===== src/rtl/prio_encoder_rr_pkg.sv =====
`default_nettype none
// ============================================================================
// encoder_pkg : shared constants for the round-robin priority encoder
// Rev 1.0
// ============================================================================
package encoder_pkg;
  localparam int MODE_FIXED = 0;
  localparam int MODE_RR    = 1;
endpackage
`default_nettype wire


===== src/rtl/prio_encoder_rr_if.sv =====
`default_nettype none
// ============================================================================
// prio_encoder_rr_if : request/result bundle with valid/ready back-pressure
// Rev 1.0
// ============================================================================
interface prio_encoder_rr_if #(
  parameter int N = 8
);
  localparam int W = $clog2(N);

  logic         en;
  logic [N-1:0] req;
  logic         out_ready;
  logic         out_valid;
  logic [W-1:0] out_idx;
  logic [N-1:0] out_onehot;
  logic         out_multi;

  modport master (
    output en, req, out_ready,
    input  out_valid, out_idx, out_onehot, out_multi
  );

  modport slave (
    input  en, req, out_ready,
    output out_valid, out_idx, out_onehot, out_multi
  );
endinterface
`default_nettype wire


===== src/rtl/prio_encoder_rr_scan.sv =====
`default_nettype none
// ============================================================================
// prio_scan : finds the first set bit scanning downward from start, wrapping
// Rev 1.0
// ============================================================================
module prio_scan #(
  parameter  int N = 8,
  localparam int W = $clog2(N)
) (
  input  logic [N-1:0] vec,
  input  logic [W-1:0] start,
  output logic         found,
  output logic [W-1:0] idx
);
  always_comb begin : scan
    int p;
    found = 1'b0;
    idx   = '0;
    p     = 0;
    for (int k = 0; k < N; k++) begin
      p = int'(start) - k;
      if (p < 0) p = p + N;
      if (!found && vec[p]) begin
        found = 1'b1;
        idx   = W'(p);
      end
    end
  end
endmodule
`default_nettype wire


===== src/rtl/prio_encoder_rr.sv =====
`default_nettype none
// ============================================================================
// prio_encoder_rr : N-input priority encoder, fixed or round-robin, registered
// Rev 1.0
// ============================================================================
module prio_encoder_rr
  import encoder_pkg::*;
#(
  parameter int N    = 8,
  parameter int MODE = MODE_FIXED
) (
  input  logic             clk,
  input  logic             rst,
  prio_encoder_rr_if.slave bus
);
  localparam int W = $clog2(N);

  logic         w_found;
  logic         w_capture;
  logic         w_multi;
  logic [W-1:0] w_start;
  logic [W-1:0] w_win;

  logic         r_valid;
  logic [W-1:0] r_idx;
  logic [N-1:0] r_onehot;
  logic         r_multi;

  prio_scan #(.N(N)) u_scan (
    .vec   (bus.req),
    .start (w_start),
    .found (w_found),
    .idx   (w_win)
  );

  // A held result blocks capture unless the consumer takes it this cycle.
  assign w_capture = bus.en & w_found & (~r_valid | bus.out_ready);
  assign w_multi   = |(bus.req & (bus.req - N'(1)));

  generate
    if (MODE == MODE_RR) begin : g_rr
      logic [W-1:0] r_ptr;

      // The granted input drops to lowest priority for the next arbitration.
      always_ff @(posedge clk or posedge rst) begin
        if (rst) begin
          r_ptr <= W'(N - 1);
        end else if (w_capture) begin
          r_ptr <= (w_win == '0) ? W'(N - 1) : (w_win - W'(1));
        end
      end

      assign w_start = r_ptr;
    end else begin : g_fixed
      assign w_start = W'(N - 1);
    end
  endgenerate

  always_ff @(posedge clk or posedge rst) begin
    if (rst) begin
      r_valid  <= 1'b0;
      r_idx    <= '0;
      r_onehot <= '0;
      r_multi  <= 1'b0;
    end else if (w_capture) begin
      r_valid  <= 1'b1;
      r_idx    <= w_win;
      r_onehot <= N'(1) << w_win;
      r_multi  <= w_multi;
    end else if (r_valid && bus.out_ready) begin
      r_valid  <= 1'b0;
    end
  end

  assign bus.out_valid  = r_valid;
  assign bus.out_idx    = r_idx;
  assign bus.out_onehot = r_onehot;
  assign bus.out_multi  = r_multi;
endmodule
`default_nettype wire


===== src/flat_wrapper.sv =====
// flat-port wrapper written by rule: the top's interface ports become plain ports
module prio_encoder_rr_flat import encoder_pkg::*;
#(
  parameter int N    = 8,
  parameter int MODE = MODE_FIXED
)
  (clk, rst, bus_en, bus_req, bus_out_ready, bus_out_valid, bus_out_idx, bus_out_onehot, bus_out_multi);
  prio_encoder_rr_if #(.N(N)) bus_i ();
  input  logic clk;
  input  logic rst;
  input wire logic [$bits(bus_i.en)-1:0] bus_en;
  input wire logic [$bits(bus_i.req)-1:0] bus_req;
  input wire logic [$bits(bus_i.out_ready)-1:0] bus_out_ready;
  output wire logic [$bits(bus_i.out_valid)-1:0] bus_out_valid;
  output wire logic [$bits(bus_i.out_idx)-1:0] bus_out_idx;
  output wire logic [$bits(bus_i.out_onehot)-1:0] bus_out_onehot;
  output wire logic [$bits(bus_i.out_multi)-1:0] bus_out_multi;
  assign bus_i.en = bus_en;
  assign bus_i.req = bus_req;
  assign bus_i.out_ready = bus_out_ready;
  assign bus_out_valid = bus_i.out_valid;
  assign bus_out_idx = bus_i.out_idx;
  assign bus_out_onehot = bus_i.out_onehot;
  assign bus_out_multi = bus_i.out_multi;
  prio_encoder_rr #(.N(N), .MODE(MODE)) u_core (.clk(clk), .rst(rst), .bus(bus_i));
endmodule

===== config.mk =====
export PLATFORM = sky130hd
export DESIGN_NAME = prio_encoder_rr_flat
export DESIGN_NICKNAME = d
export VERILOG_FILES = /design/src/rtl/prio_encoder_rr_pkg.sv /design/src/rtl/prio_encoder_rr_if.sv /design/src/rtl/prio_encoder_rr_scan.sv /design/src/rtl/prio_encoder_rr.sv /design/src/flat_wrapper.sv
export SDC_FILE = /design/constraint.sdc
export NUM_CORES = 1
export LEC_CHECK = 0
export BUFFER_PORTS_ARGS = -buffer_cell sky130_fd_sc_hd__buf_2
export CAP_MARGIN = 20
export CORE_UTILIZATION = 40
export DETAILED_ROUTE_END_ITERATION = 6
export PLACE_DENSITY_LB_ADDON = 0.2
export SYNTH_ARGS = -nofsm -noshare
export SYNTH_HDL_FRONTEND = slang
export SYNTH_SLANG_ARGS = --single-unit

===== constraint.sdc =====
create_clock -name clk -period 1.4 [get_ports clk]
set_clock_uncertainty 0.15 [all_clocks]
set_input_delay 0.42 -clock clk [delete_from_list [all_inputs] [get_ports clk]]
set_output_delay 0.42 -clock clk [all_outputs]
set_load 0.02 [all_outputs]

After elaboration in Yosys (flattened, before gate mapping). Cells that the tools add are included.

Logic and storage cells: 46. Input bits: 12. Bits in registers: 13. Output and inout port bits: 13.

Shifts and indexed selects: 1. $add $sub $neg: 1. Bitwise logic cells: 5. Reductions and logical operators: 17. Mux-type cells: 18.

Operators with widths (number): two-way mux 3 bit (8); two-way mux 1 bit (10); bitwise AND 8 bit (1); logical AND 1 bit (8); OR reduction 8 bit (1); left shift 1 x 3 -> 8 bit (first input constant) (1); subtractor 8 x 1 -> 8 bit (second input constant) (1); logical NOT 1 bit (7); bitwise AND 1 bit (2); nonzero test 2 bit (1); NOT 1 bit (1); bitwise OR 1 bit (1).

Depth between registers and ports, before layout.
Depth in word-level cells: 25. Depth in mapped cells: 6. Depth with buffers taken out: 4.

Hierarchy. A second synthesis with hierarchy kept.

Cell total of the unflattened synthesis: 175. Area total of the unflattened synthesis: 1676.6 µm².

Modules (own cells, without submodules): prio_scan (cells an instance 115, times used 1, area each 1088.5 µm², seq. area each 0.0 µm²); prio_encoder_rr (cells an instance 60, times used 1, area each 588.1 µm², seq. area each 325.3 µm²).

Least setup slack after synthesis. Ideal clock, no wire load.

Path kind: input -> register. Start: in bus_req[3]. End: reg u_core.r_multi (netlist: u_core.bus.out_multi). Stages: 4. Arrival: 1.715 ns. Setup slack: -0.589 ns. Required time: 1.125 ns. Buffers on the path: 0. Library setup time: 0.125 ns. Path through: or4_4 -> a2111oi_2 -> o32ai_1 -> mux2_2.

Cells in the longest elaborated chain, start to end: 13. Elaborated cells between the ends (all ways): 16. Classes of those cells: 1 x add/sub; 4 x mux; 3 x bitwise; 8 x reduce/logical.

RTL lines: from (decl) (RTL line flat_wrapper.sv:12) `input wire logic [$bits(bus_i.req)-1:0] bus_req;`; logical AND 1 bit (RTL line prio_encoder_rr_scan.sv:23) `if (!found && vec[p]) begin`; two-way mux 1 bit (RTL line prio_encoder_rr_scan.sv:23); logical NOT 1 bit (RTL line prio_encoder_rr_scan.sv:23); logical AND 1 bit (RTL line prio_encoder_rr_scan.sv:23); two-way mux 1 bit (RTL line prio_encoder_rr_scan.sv:23); logical NOT 1 bit (RTL line prio_encoder_rr_scan.sv:23); logical AND 1 bit (RTL line prio_encoder_rr_scan.sv:23); two-way mux 1 bit (RTL line prio_encoder_rr_scan.sv:23); logical NOT 1 bit (RTL line prio_encoder_rr_scan.sv:23); logical AND 1 bit (RTL line prio_encoder_rr_scan.sv:23); two-way mux 1 bit (RTL line prio_encoder_rr_scan.sv:23); bitwise AND 1 bit (2 in a row) (RTL line prio_encoder_rr.sv:37) `assign w_capture = bus.en & w_found & (~r_valid | bus.out_ready);`; to (signal assigned) (RTL line prio_encoder_rr.sv:69) `r_multi <= w_multi;`; to (decl) (RTL line prio_encoder_rr.sv:27) `logic r_multi;`.

Several ways; a longest one is shown, not always the timed one. A chain may end at the register's enable or synchronous reset.

Worst setup path after layout.
Start: in bus_req[3]. End: reg u_core.r_idx[0] (netlist: u_core.bus.out_idx[0]).

Cells in the longest elaborated chain, start to end: 13. Elaborated cells between the ends (all ways): 17. Classes of those cells: 8 x mux; 2 x bitwise; 7 x reduce/logical.

RTL lines: logical AND 1 bit (*) (RTL line prio_encoder_rr_scan.sv:23); two-way mux 1 bit (RTL line prio_encoder_rr_scan.sv:23); logical NOT 1 bit (RTL line prio_encoder_rr_scan.sv:23); logical AND 1 bit (RTL line prio_encoder_rr_scan.sv:23); two-way mux 1 bit (RTL line prio_encoder_rr_scan.sv:23); logical NOT 1 bit (RTL line prio_encoder_rr_scan.sv:23); logical AND 1 bit (RTL line prio_encoder_rr_scan.sv:23); two-way mux 1 bit (RTL line prio_encoder_rr_scan.sv:23); logical NOT 1 bit (RTL line prio_encoder_rr_scan.sv:23); logical AND 1 bit (RTL line prio_encoder_rr_scan.sv:23); two-way mux 1 bit (RTL line prio_encoder_rr_scan.sv:23); bitwise AND 1 bit (2 in a row) (RTL line prio_encoder_rr.sv:37); to (signal assigned) (RTL line prio_encoder_rr.sv:67) `r_idx <= w_win;`; to (decl) (RTL line prio_encoder_rr.sv:25) `logic [W-1:0] r_idx;`.

Mark *: on every way between the ends. The rest lies on a longest branch, timed or not.

==> impl_metrics.prom <==
# TYPE chip_impl_metric gauge
chip_impl_metric{name="first_global_vias",unit=""} 660
chip_impl_metric{name="routed_wire_length_per_instance",unit="microns"} 13.0
chip_impl_metric{name="post_synth_num_cell_types",unit=""} 25
chip_impl_info{name="critical_path.slowest_cell",value="sky130_fd_sc_hd__or4_4"} 1
chip_impl_metric{name="yosys_synthesis_warning_count",unit=""} 0
chip_impl_metric{name="static-leakage-power",unit="uW"} 0.000574
chip_impl_metric{name="syn_avg_cell_area",unit="sq um"} 9.74
chip_impl_metric{name="cellInternalPower",unit="uW"} 682
chip_impl_metric{name="dpl-instance-area",unit="sq um"} 942
chip_impl_metric{name="post-dp-hpwl",unit="microns"} 1230
chip_impl_metric{name="achievable-frequency",unit="GHz"} 0.561
chip_impl_metric{name="final_design_area_no_fill",unit="sq um"} 1220
chip_impl_metric{name="report.final.hold_viol_count",unit=""} 0
chip_impl_metric{name="critical-path-max-stage-delay",unit="ns"} 0.59
chip_impl_metric{name="num_rows",unit=""} 14
chip_impl_metric{name="antenna-diode-count",unit=""} 0
chip_impl_metric{name="timing.critical_path.buf_inv",unit=""} 3
chip_impl_metric{name="io-pin-count",unit=""} 25
chip_impl_metric{name="net-switching-power",unit="uW"} 295
chip_impl_metric{name="power.clock.fraction",unit="%"} 24.2
chip_impl_info{name="crit_path_end_kind",value="register"} 1
chip_impl_metric{name="power_frac_seq",unit="%"} 43.2
chip_impl_info{name="tritoncts",value="yes"} 1
chip_impl_metric{name="number_of_antenna_violations_at_the_first_check_in_global_routing",unit=""} 0
chip_impl_metric{name="final-seq-area",unit="sq um"} 325
chip_impl_metric{name="synth-async-reset-ratio",unit="%"} 100
chip_impl_metric{name="grt-ovfl-total",unit=""} 0
chip_impl_metric{name="syn-cell-area",unit="sq um"} 672
chip_impl_metric{name="final_setup_margin",unit="ns"} -0.384
chip_impl_metric{name="cts_max_path_buffers",unit=""} 2
chip_impl_metric{name="final_core_utilization",unit="%"} 79.4
chip_impl_metric{name="die_width",unit="microns"} 43.0
chip_impl_metric{name="clkSlewWorstSetupHoldPaths",unit="ns"} 0.08
chip_impl_info{name="startpoint_kind_of_the_worst_setup_timing_path",value="input pin"} 1
chip_impl_metric{name="final_layout_size_suffix_gt1_share",unit="%"} 62.6
chip_impl_info{name="path_cells",value="buf_6 -> or4_4 -> o211ai_4 -> buf_6 -> buf_6 -> nor2b_4 -> a21oi_2"} 1
chip_impl_metric{name="tns",unit="ns"} -3.65
chip_impl_metric{name="die_height",unit="microns"} 43.0
chip_impl_metric{name="arrival",unit="ns"} 1.80
chip_impl_metric{name="drv_cap",unit=""} 0
chip_impl_metric{name="grt_first_pass_wirelength",unit="microns"} 2770
chip_impl_metric{name="area_of_combinational_cells_with_multiple_inputs",unit="sq um"} 408
chip_impl_metric{name="routabilityCongestion",unit=""} 0.807
chip_impl_info{name="yosysTopAreaCell",value="sky130_fd_sc_hd__dfrtp_1"} 1
chip_impl_metric{name="power.combinational.fraction",unit="%"} 32.6
chip_impl_metric{name="final_cells",unit=""} 139
chip_impl_metric{name="seq_area_frac_synth",unit="%"} 48.4
chip_impl_metric{name="synthesized_flop_and_latch_total",unit=""} 13
chip_impl_metric{name="largest_net_degree_at_the_start_of_global_routing",unit=""} 14
chip_impl_info{name="failed_checks",value="negative setup slack"} 1
chip_impl_metric{name="endpoints_failing_setup",unit=""} 13
chip_impl_metric{name="max_slew.worst_pin.slew",unit="ns"} 0.531
chip_impl_metric{name="swShare",unit="%"} 30.2
chip_impl_info{name="crit_path_frequent_cell",value="sky130_fd_sc_hd__buf_6"} 1
chip_impl_metric{name="cellPowerDensity",unit="nW/um^2"} 798
chip_impl_info{name="rsz0062_at_grt",value="true"} 1
chip_impl_metric{name="placeableCoreArea",unit="sq um"} 1540
chip_impl_metric{name="die_area",unit="sq um"} 1850
chip_impl_metric{name="gr-usage-all-layers",unit="%"} 20.2
chip_impl_metric{name="slew-limit-headroom",unit="%"} 64.6
chip_impl_metric{name="dr_total_vias",unit=""} 713
chip_impl_info{name="worst-setup-path-type",value="input pin to register"} 1
chip_impl_metric{name="syn_nets",unit=""} 81
chip_impl_metric{name="cts_buf_count",unit=""} 3
chip_impl_metric{name="synth_edf_count",unit=""} 0
chip_impl_metric{name="critical_path_required",unit="ns"} 1.41
chip_impl_info{name="crit_family",value="simple AND/OR/NAND/NOR gates"} 1
chip_impl_metric{name="filler_cell_count",unit=""} 104
chip_impl_metric{name="clock_insertion_delay_worst_skew",unit="ns"} 0.27
chip_impl_info{name="netlist_top_cells_area",value="sky130_fd_sc_hd__dfrtp_1, sky130_fd_sc_hd__o21ai_0, sky130_fd_sc_hd__nand2_1"} 1
chip_impl_info{name="run_status",value="finished, violations left"} 1
chip_impl_metric{name="maximum_vdd_drop",unit="uV"} 561
chip_impl_metric{name="drtIter0Drc",unit=""} 19
chip_impl_metric{name="hold-worst-slack",unit="ns"} 0.0208
chip_impl_info{name="hold_wc_path_type",value="input pin to asynchronous set/reset pin"} 1
chip_impl_metric{name="avgViaCountPerCell",unit=""} 5.13
chip_impl_metric{name="detail-route-antenna-nets",unit=""} 0
chip_impl_info{name="ys.flop_type",value="sky130_fd_sc_hd__dfrtp_1"} 1
chip_impl_metric{name="period_share",unit="%"} 127
chip_impl_metric{name="area_delta_synth_final",unit="%"} 82.1
chip_impl_metric{name="synth_top_area_share",unit="%"} 48.4
chip_impl_metric{name="place.port_buffers",unit=""} 24
chip_impl_info{name="clockRootBuffer",value="sky130_fd_sc_hd__clkbuf_4"} 1
chip_impl_metric{name="start_util",unit="%"} 43.6
chip_impl_metric{name="placedCellCount",unit=""} 121
chip_impl_metric{name="h-tree-depth",unit=""} 1
chip_impl_metric{name="postRouteWirelength",unit="microns"} 1800
chip_impl_metric{name="critical_path.max_fanout",unit=""} 5
chip_impl_metric{name="drc_errors",unit=""} 0
chip_impl_metric{name="cts_sinks",unit=""} 13
chip_impl_metric{name="nNetsFinal",unit=""} 136
chip_impl_metric{name="drv_slew",unit=""} 0
chip_impl_metric{name="gate_count_post_synth",unit=""} 69
chip_impl_metric{name="final_period_minus_worst_setup_slack",unit="ns"} 1.78
chip_impl_metric{name="drtPass1Iterations",unit=""} 4
==> routing by layer <==
layer / vias to the layer above / GRT usage, % / wire [microns]
met4: 0 / 5.45 / 0
met2: 23 / 33.9 / 913
met1: 334 / 26.6 / 829
li1: 356 / - / -
met3: 0 / 3.83 / 60
met5: - / 0 / 0
==> worst paths after layout <==
check / from / to / slack (ns) / cells past startpoint
setup / recovery: bus_req[3] / u_core.bus.out_idx[0] / -0.38 / 7
hold reg to reg: u_core.bus.out_onehot[3] / u_core.bus.out_onehot[3] / 0.37 / 2
hold / removal: rst / u_core.bus.out_onehot[6] / 0.02 / 2
max in group asynchronous: rst / u_core.bus.out_onehot[0] / 0.73 / 2
min in group clk: bus_en / u_core.bus.out_valid / 0.26 / 3
setup reg to reg: u_core.bus.out_valid / u_core.bus.out_onehot[2] / -0.05 / 5
==> final cells by class <==
| class | instances | share of cell area [%] |
|---|---|---|
| well taps | 16 | 1.64 |
| multi-input cells | 50 | 33.3 |
| inverters | 3 | 0.920 |
| repair buffers | 53 | 35.4 |
| clock buffers | 4 | 2.15 |
| flip-flops and latches | 13 | 26.6 |
==> Yosys cell counts (2+ instances only) <==
cell type                   n
sky130_fd_sc_hd__dfrtp_1   13
sky130_fd_sc_hd__nand2_1   10
sky130_fd_sc_hd__o21ai_0    8
sky130_fd_sc_hd__nor2_1     5
sky130_fd_sc_hd__inv_1      3
sky130_fd_sc_hd__nand2b_1   3
sky130_fd_sc_hd__o31ai_1    3
sky130_fd_sc_hd__a21oi_1    2
sky130_fd_sc_hd__buf_2      2
sky130_fd_sc_hd__mux2_2     2
sky130_fd_sc_hd__nand3_1    2
sky130_fd_sc_hd__nor3_1     2
sky130_fd_sc_hd__or4_4      2
==> state kept, by name, summed over array words and instances (netlist names) <==
name / count
u_core.bus.out_multi: 1
u_core.bus.out_valid: 1
u_core.bus.out_onehot: 8
u_core.bus.out_idx: 3
==> power groups by stage <==
stage	combinational, uW	clock [uW]	sequential, uW
after CTS	228	240	416
after global routing	341	261	425
after detailed placement	216	0	423
final	319	236	422
after global placement	211	0	421
after floorplan	84.8	0	458
==> cell families after synthesis <==
| group | after synthesis | synth area share, % |
|---|---|---|
| AOI/OAI and AO/OA | 19 | 21.0 |
| adders and majority gates | 1 | 1.49 |
| buffers and inverters | 6 | 4.28 |
| DFF | 13 | 48.4 |
| muxes | 2 | 3.35 |
| and+or+nand+nor | 28 | 21.4 |
==> repair_timing <==
| action | 4_1_cts | 5_1_grt |
|---|---|---|
| hold buffers | 0 | 0 |
| hold endpoints to repair | 0 | 0 |
| endpoints found under the setup margin | 14 | 25 |
| pin swaps | 4 | 8 |
| gates cloned | 1 | 1 |
| gates resized for setup | 8 | 43 |
| buffers inserted | 2 | 10 |
==> stage by stage <==
stage	setup slack [ns]	total power (uW)
6_report	-0.384	976
5_1_grt	-0.404	1030
4_1_cts	-0.374	884
3_5_place_dp	-0.680	639
3_3_place_gp	-0.659	632
2_1_floorplan	-0.522	543
==> cells in the final DEF (no fill, tap or decap), types with 2 or more instances in the layout <==
master                      synthesis  layout
sky130_fd_sc_hd__nand2_1           10       4
sky130_fd_sc_hd__o31ai_2            0       3
sky130_fd_sc_hd__nand3_1            2       2
sky130_fd_sc_hd__buf_4              1      22
sky130_fd_sc_hd__a2111oi_4          0       2
sky130_fd_sc_hd__o21ai_1            0       6
sky130_fd_sc_hd__inv_1              3       3
sky130_fd_sc_hd__clkbuf_4           0       3
sky130_fd_sc_hd__dfrtp_1           13      13
sky130_fd_sc_hd__nand2_2            0       5
sky130_fd_sc_hd__nor2_1             5       5
sky130_fd_sc_hd__nand2b_1           3       3
sky130_fd_sc_hd__or4_4              2       2
sky130_fd_sc_hd__buf_6              0      18
sky130_fd_sc_hd__buf_2              2      13
Power figures use the tool's default switching activity.
